`config.mk`:
```
export PLATFORM = sky130hd
export DESIGN_NAME = divider_32_pipe_front
export DESIGN_NICKNAME = d
export VERILOG_FILES = /design/src/rtl/div_pkg.sv /design/src/rtl/div_pipe_reg.sv /design/src/rtl/divider_32_unsign.sv /design/src/rtl/divider_32_pipe_front.sv
export SDC_FILE = /design/constraint.sdc
export NUM_CORES = 2
export LEC_CHECK = 0
export BUFFER_PORTS_ARGS = -buffer_cell sky130_fd_sc_hd__buf_4
export CORE_MARGIN = 2
export CORE_UTILIZATION = 55
export DETAILED_ROUTE_END_ITERATION = 6
export PLACE_DENSITY = 0.77
export SYNTH_ARGS = -nofsm -noshare
export SYNTH_HDL_FRONTEND = slang
export SYNTH_SLANG_ARGS = --single-unit
```
`constraint.sdc`:
```
create_clock -name clk -period 73 [get_ports clk]
set_input_delay 10.95 -clock clk [delete_from_list [all_inputs] [get_ports clk]]
set_output_delay 10.95 -clock clk [all_outputs]
set_load 0.1 [all_outputs]
```
`src/rtl/div_pkg.sv`:
```
// Shared types and constants for the pipelined divide front end.
//   DIV_W     : operand width of the wrapped combinational divider
//   DIV_TAG_W : width of the opaque request tag
//   div_s1_t  : stage-1 payload (magnitudes, original dividend, sign/special flags, tag)
//   div_res_t : stage-2 payload (corrected quotient/remainder, flags, tag)
package div_pkg;

  localparam int DIV_W     = 32;
  localparam int DIV_TAG_W = 4;

  localparam logic [DIV_W-1:0] INT_MIN = 32'h8000_0000;

  typedef struct packed {
    logic [DIV_W-1:0]     mag_a;
    logic [DIV_W-1:0]     mag_b;
    logic [DIV_W-1:0]     orig_a;
    logic                 sign_q;
    logic                 sign_r;
    logic                 dbz;
    logic                 ovf;
    logic [DIV_TAG_W-1:0] tag;
  } div_s1_t;

  typedef struct packed {
    logic [DIV_W-1:0]     q;
    logic [DIV_W-1:0]     r;
    logic                 dbz;
    logic                 ovf;
    logic [DIV_TAG_W-1:0] tag;
  } div_res_t;

  // Two's-complement negate when neg is set. INT_MIN maps onto itself,
  // which is exactly its magnitude when read as unsigned.
  function automatic logic [DIV_W-1:0] cond_neg(input logic neg, input logic [DIV_W-1:0] v);
    return neg ? (~v + 1'b1) : v;
  endfunction

endpackage

```
`src/rtl/div_pipe_reg.sv`:
```
// One valid/ready register slice carrying a payload of type T.
//   in_valid/in_ready/in_data    : upstream handshake and payload
//   out_valid/out_ready/out_data : downstream handshake and registered payload
// in_ready is combinational from out_ready, so chained slices keep one
// transfer per cycle without a skid buffer.
module div_pipe_reg #(
  parameter type T = logic
) (
  input  logic clk,
  input  logic rst_n,
  input  logic in_valid,
  output logic in_ready,
  input  T     in_data,
  output logic out_valid,
  input  logic out_ready,
  output T     out_data
);

  logic valid_q, valid_d;
  T     data_q,  data_d;

  // NOTE: every variable is given a default at the top of the block, so no
  // path can leave it unassigned and infer a latch.
  always_comb begin
    in_ready = !valid_q || out_ready;
    valid_d  = valid_q;
    data_d   = data_q;
    if (in_ready) begin
      valid_d = in_valid;
    end
    // Payload only moves on a real transfer, so a stalled or idle slice
    // keeps presenting its last value.
    if (in_ready && in_valid) begin
      data_d = in_data;
    end
  end

  // NOTE: the payload register is reset too, so outputs read as zero
  // rather than X after reset even though they are qualified by valid.
  always_ff @(posedge clk or negedge rst_n) begin
    if (!rst_n) begin
      valid_q <= 1'b0;
      data_q  <= '0;
    end else begin
      // NOTE: non-blocking assignments for all sequential state.
      valid_q <= valid_d;
      data_q  <= data_d;
    end
  end

  assign out_valid = valid_q;
  assign out_data  = data_q;

endmodule

```
`src/rtl/divider_32_unsign.sv`:
```
// Combinational 32-bit unsigned divider core.
//   a, b : dividend, divisor (unsigned)
//   q, r : quotient, remainder; for b == 0 returns q = all ones, r = a
module divider_32_unsign (
  input  logic [31:0] a,
  input  logic [31:0] b,
  output logic [31:0] q,
  output logic [31:0] r
);

  always_comb begin
    q = '1;
    r = a;
    if (b != '0) begin
      q = a / b;
      r = a % b;
    end
  end

endmodule

```
`src/rtl/divider_32_pipe_front.sv`:
```
// Two-stage valid/ready signed/unsigned divide unit around divider_32_unsign.
//   clk, rst_n                    : clock, async active-low reset
//   in_valid/in_ready             : request handshake
//   in_signed, in_a, in_b, in_tag : request (signed mode, dividend, divisor, tag)
//   out_valid/out_ready           : result handshake
//   out_q, out_r                  : quotient, remainder (truncated toward zero)
//   out_dbz, out_ovf              : divide-by-zero, signed INT_MIN / -1
//   out_tag                       : tag of this result
// Stage 1 registers magnitudes and special-case flags; the unsigned core
// sits between the stages; stage 2 registers the sign-corrected result.
module divider_32_pipe_front
  import div_pkg::*;
#(
  parameter int WIDTH = 32,
  parameter int TAG_W = 4
) (
  input  logic             clk,
  input  logic             rst_n,
  input  logic             in_valid,
  output logic             in_ready,
  input  logic             in_signed,
  input  logic [WIDTH-1:0] in_a,
  input  logic [WIDTH-1:0] in_b,
  input  logic [TAG_W-1:0] in_tag,
  output logic             out_valid,
  input  logic             out_ready,
  output logic [WIDTH-1:0] out_q,
  output logic [WIDTH-1:0] out_r,
  output logic             out_dbz,
  output logic             out_ovf,
  output logic [TAG_W-1:0] out_tag
);

  // The core divider and the payload structs are fixed-width.
  if (WIDTH != DIV_W) begin : g_width_check
    $error("divider_32_pipe_front: WIDTH must be 32");
  end
  if (TAG_W != DIV_TAG_W) begin : g_tag_check
    $error("divider_32_pipe_front: TAG_W must match div_pkg::DIV_TAG_W");
  end

  div_s1_t  s1_in, s1_out;
  div_res_t s2_in, s2_out;
  logic     s1_valid, s2_ready;
  logic     sign_a, sign_b;
  logic [DIV_W-1:0] uq, ur;

  // Stage 1 input: magnitudes and special cases from the raw operands.
  always_comb begin
    sign_a        = in_signed && in_a[DIV_W-1];
    sign_b        = in_signed && in_b[DIV_W-1];
    s1_in         = '0;
    s1_in.mag_a   = cond_neg(sign_a, in_a);
    s1_in.mag_b   = cond_neg(sign_b, in_b);
    s1_in.orig_a  = in_a;
    s1_in.sign_q  = sign_a ^ sign_b;
    s1_in.sign_r  = sign_a;
    s1_in.dbz     = (in_b == '0);
    s1_in.ovf     = in_signed && (in_a == INT_MIN) && (in_b == '1);
    s1_in.tag     = in_tag;
  end

  div_pipe_reg #(.T(div_s1_t)) u_stage1 (
    .clk       (clk),
    .rst_n     (rst_n),
    .in_valid  (in_valid),
    .in_ready  (in_ready),
    .in_data   (s1_in),
    .out_valid (s1_valid),
    .out_ready (s2_ready),
    .out_data  (s1_out)
  );

  divider_32_unsign u_core (
    .a (s1_out.mag_a),
    .b (s1_out.mag_b),
    .q (uq),
    .r (ur)
  );

  // Stage 2 input: special cases override the core; otherwise restore signs.
  // dbz and ovf are mutually exclusive (ovf needs b = -1).
  always_comb begin
    s2_in     = '0;
    s2_in.tag = s1_out.tag;
    if (s1_out.dbz) begin
      s2_in.q   = '1;
      s2_in.r   = s1_out.orig_a;
      s2_in.dbz = 1'b1;
    end else if (s1_out.ovf) begin
      s2_in.q   = INT_MIN;
      s2_in.r   = '0;
      s2_in.ovf = 1'b1;
    end else begin
      s2_in.q = cond_neg(s1_out.sign_q, uq);
      s2_in.r = cond_neg(s1_out.sign_r, ur);
    end
  end

  div_pipe_reg #(.T(div_res_t)) u_stage2 (
    .clk       (clk),
    .rst_n     (rst_n),
    .in_valid  (s1_valid),
    .in_ready  (s2_ready),
    .in_data   (s2_in),
    .out_valid (out_valid),
    .out_ready (out_ready),
    .out_data  (s2_out)
  );

  assign out_q   = s2_out.q;
  assign out_r   = s2_out.r;
  assign out_dbz = s2_out.dbz;
  assign out_ovf = s2_out.ovf;
  assign out_tag = s2_out.tag;

endmodule
```
==> flow_summary.json <==
{
  "die_area_um2": 81920,
  "setup_violations": 0,
  "combined_area_of_the_multi_input_logic_cells_um2": 38600,
  "synth_area_um2": 43810,
  "critPathLaunchType": "flop",
  "post-route-period-util_pct": 97.49,
  "synthToLayoutAreaGrowth_pct": 18.28,
  "synth.ff_latch_count": 175,
  "globalplace.congestion": 1.197,
  "postSynth.asyncResetShare_pct": 100.0,
  "timing.final.crit_period_ns": 71.17,
  "timing.final.hold_violations": 0,
  "hp-class": "reg2reg",
  "syn-instance-count": 6313,
  "place.port_buffers": 144,
  "die_height_um": 286.2,
  "synth_area_in_compound_gates_pct": 33.34,
  "drive_gt1_share_pct": 17.83,
  "num-nets-final": 7498,
  "crit_required_ns": 73.30,
  "cts_made_buffers": 17,
  "post_synthesis_share_of_cell_area_spent_on_full_adders_half_adders_and_majority_gates_pct": 15.30,
  "antenna_found_initial": 14,
  "starting_density_of_the_core_pct": 55.54,
  "critical_path.endpoint": "u_stage2.out_data[33]",
  "vias_per_cell": 6.994,
  "fp.coreArea_um2": 78870,
  "path_common_cell": "sky130_fd_sc_hd__ha_1",
  "critPathMaxStageDelay_ns": 0.70,
  "worstReg2RegEnd": "u_stage2.out_data[33]",
  "combinational_family_with_the_most_area_after_synthesis": "compound AO/OA/AOI/OAI gates",
  "totalWireLength_mm": 220.8,
  "area_share_of_xor_xnor_cells_in_the_synthesized_design_pct": 9.317,
  "synth-edff-count": 0,
  "grt_use_total_pct": 51.14,
  "first_pass_grt_wire_length_mm": 318.8,
  "boundaryPins": 145,
  "synthesized_area_per_cell_um2": 6.939,
  "skew_ns": 0.01143,
  "synth-seq-area-share_pct": 9.996,
  "reg2regPathDepth": 286,
  "drc": 5,
  "clock_latency_ns": 0.48,
  "critPathArrivalTime_ns": 71.47,
  "post_synth_num_cell_types": 123,
  "slew_viol_final": 2,
  "final.hold.worst_slack_ns": 0.4684,
  "failing_checks": "design-rule violations, max-capacitance violations, max-slew violations",
  "wire_per_inst_um": 27.72,
  "drt-initial-drc-count": 7965,
  "globalRouteOverflowTotal": 0,
  "n_fill_cell": 7275,
  "drt_pass1_iterations": 7,
  "number_of_global_route_vias_before_repair": 50920,
  "tightest_slew_ns": 1.525,
  "grt_max_degree": 103,
  "dp_hpwl_mm": 171.8,
  "yosys_warnings": 0,
  "ctsRootBufferMaster": "sky130_fd_sc_hd__clkbuf_16",
  "seqCellArea_um2": 4382,
  "worst-path-max-fanout": 31,
  "path_clk_slew_ns": 0.08,
  "hold_path_startpoint": "u_stage1.out_data[1]",
  "critical_path_class": "reg2reg",
  "num_rows": 103,
  "timing.slew.headroom_pct": -2.598,
  "synthMuxAreaShare_pct": 2.725,
  "crit_slowest_cell": "sky130_fd_sc_hd__or4b_2",
  "outcome": "finished, violations left",
  "postSynthNetCount": 6921,
  "cts_buffer_depth": 2,
  "r2r_slack_ns": 1.83,
  "cts_num_sinks": 175,
  "cts.htree.levels": 4,
  "vias_post_dr": 55700,
  "die_w_um": 286.2,
  "cp_endpoint_kind": "flop",
  "final_antenna_net_count": 0,
  "max_cap_violations": 1,
  "crit_path_start": "u_stage1.out_data[59]",
  "tritoncts_clock_tree": "done",
  "maxClockFrequency_mhz": 14.05,
  "dominantRegCellSynth": "sky130_fd_sc_hd__dfrtp_1",
  "timing.rr.start": "u_stage1.out_data[59]",
  "synthSimpleGateAreaFrac_pct": 25.36
}
==> placed cells by master (no fill, tap or decap), drive strengths merged, types with 33 or more instances in the layout <==
cell / instances
dfrtp: 175
nor3: 214
buf: 802
xor2: 171
inv: 199
mux2: 66
o21bai: 48
xnor2: 295
nand3: 169
or3: 70
a211oi: 85
a21o: 165
a31oi: 109
nand2: 821
nor2b: 42
mux2i: 45
a21oi: 562
nor4: 63
or2: 53
a21boi: 33
nor2: 653
nand4: 81
nand2b: 60
o21a: 135
o21ai: 487
o31ai: 67
o211ai: 81
o22ai: 44
and2: 39
and3: 52
ha: 534
==> synthesized netlist by cell type (20+ instances only) <==
library cell	n	area share, %
sky130_fd_sc_hd__inv_1	195	1.7
sky130_fd_sc_hd__nor2_1	649	5.6
sky130_fd_sc_hd__nor2b_1	42	0.60
sky130_fd_sc_hd__a21oi_1	552	6.3
sky130_fd_sc_hd__o22ai_1	44	0.63
sky130_fd_sc_hd__a31oi_1	106	1.5
sky130_fd_sc_hd__buf_2	30	0.34
sky130_fd_sc_hd__nand3_1	167	1.9
sky130_fd_sc_hd__a21o_1	165	2.8
sky130_fd_sc_hd__or4_1	21	0.36
sky130_fd_sc_hd__and2_1	39	0.56
sky130_fd_sc_hd__mux2_2	66	1.7
sky130_fd_sc_hd__or2_2	48	0.69
sky130_fd_sc_hd__o21a_1	135	2.3
sky130_fd_sc_hd__xor2_1	171	3.4
sky130_fd_sc_hd__dfrtp_1	175	10
sky130_fd_sc_hd__a31o_2	22	0.44
sky130_fd_sc_hd__a22oi_1	20	0.34
sky130_fd_sc_hd__o211ai_1	79	1.4
sky130_fd_sc_hd__o31ai_1	61	1.0
sky130_fd_sc_hd__buf_1	35	0.30
sky130_fd_sc_hd__ha_1	534	15
sky130_fd_sc_hd__o21bai_1	48	0.82
sky130_fd_sc_hd__mux2i_1	45	1.0
sky130_fd_sc_hd__o311ai_0	20	0.40
sky130_fd_sc_hd__o21ai_1	30	0.34
sky130_fd_sc_hd__a211o_1	26	0.52
sky130_fd_sc_hd__and3_1	52	0.74
sky130_fd_sc_hd__o21ai_0	452	5.2
sky130_fd_sc_hd__a21boi_0	30	0.51
sky130_fd_sc_hd__nand2b_1	60	0.86
sky130_fd_sc_hd__a211oi_1	80	1.4
sky130_fd_sc_hd__xnor2_1	295	5.9
sky130_fd_sc_hd__nand4_1	81	1.2
sky130_fd_sc_hd__nor4_1	54	0.77
sky130_fd_sc_hd__a221oi_1	25	0.50
sky130_fd_sc_hd__or3_1	69	0.99
sky130_fd_sc_hd__clkbuf_1	172	1.5
sky130_fd_sc_hd__nor3_1	208	2.4
sky130_fd_sc_hd__nand2_1	816	7.0
sky130_fd_sc_hd__o31a_1	21	0.42
==> what timing repair did <==
action                                  in CTS  in global routing
hold buffers                                 0                  0
pin swaps                                    1                 15
gates cloned                                 0                  0
setup buffers                                1                 30
resized for setup                           29                177
endpoints found under the setup margin      64                 64
==> sequential cells by signal, summed over array words and instances, names as in the netlist <==
register	cells
u_stage1.out_valid	1
u_stage2.out_valid	1
u_stage1.out_data	103
u_stage2.out_data	70
==> cell families (layout without fill, tap and decap cells) <==
logic type	count (synthesis)	in the layout
flip-flops	175	175
multiplexers	111	111
adder cells (fa/ha/maj)	535	535
AND/OR/NAND/NOR	2389	2389
other	0	10
buffers and inverters	442	1032
XOR/XNOR	466	466
AO/OA/AOI/OAI	2195	2195
==> final cells by class <==
type                            instances  share of cell area, %
Multi-Input combinational cell       5696                  74.49
Timing Repair Buffer                  803                  11.88
Sequential cell                       175                  8.456
Tap cell                             1050                  2.535
Inverter                              197                  1.434
Clock buffer                           17                 0.8210
Clock inverter                         15                 0.3380
Antenna cell                           10                0.04829
==> per-layer routing <==
metal	share of wire, %	GRT usage (%)	vias to the layer above
li1	-	-	24700
met1	37	64.14	25440
met2	39	73.70	4367
met3	15	16.61	1182
met4	9.1	36.01	12
met5	0.037	0	-
==> how the worst min path moves through the flow <==
| stage | to | slack [ns] | cells past startpoint |
|---|---|---|---|
| floorplan | u_stage2.out_data[0] | 0.43 | 2 |
| global placement | u_stage2.out_data[0] | 0.44 | 2 |
| detailed placement | u_stage2.out_data[1] | 0.45 | 2 |
| CTS | u_stage2.out_data[1] | 0.47 | 2 |
| global route | u_stage2.out_data[0] | 0.50 | 2 |
| finish | u_stage2.out_data[1] | 0.47 | 2 |
==> critical path: cells and delay by family, from the launching register on <==
family | cells | cell delay (ns)
XOR/XNOR | 1 | 0.17
adder cells (fa/ha/maj) | 31 | 10.43
flip-flops | 1 | 0.53
buffers and inverters | 37 | 6.92
multiplexers | 8 | 2.59
AND/OR/NAND/NOR | 73 | 16.18
AO/OA/AOI/OAI | 136 | 33.91
==> per-stage QoR <==
step	setup WS, ns	setup TNS, ns	area, um2	utilization (%)	std cells
floorplan	4.655	0	43810	-	6313
global placement	-2.237	-88.43	50110	63.53	7890
detailed placement	-2.604	-112.50	50110	63.54	7890
CTS	0.1178	0	50820	64.43	7923
global route	-0.2261	-1.053	51790	65.67	7954
finish	1.835	0	51820	65.70	7963
Power is not shown: default switching activity piles up to over one toggle a cycle in this logic, so the estimate is an artifact.
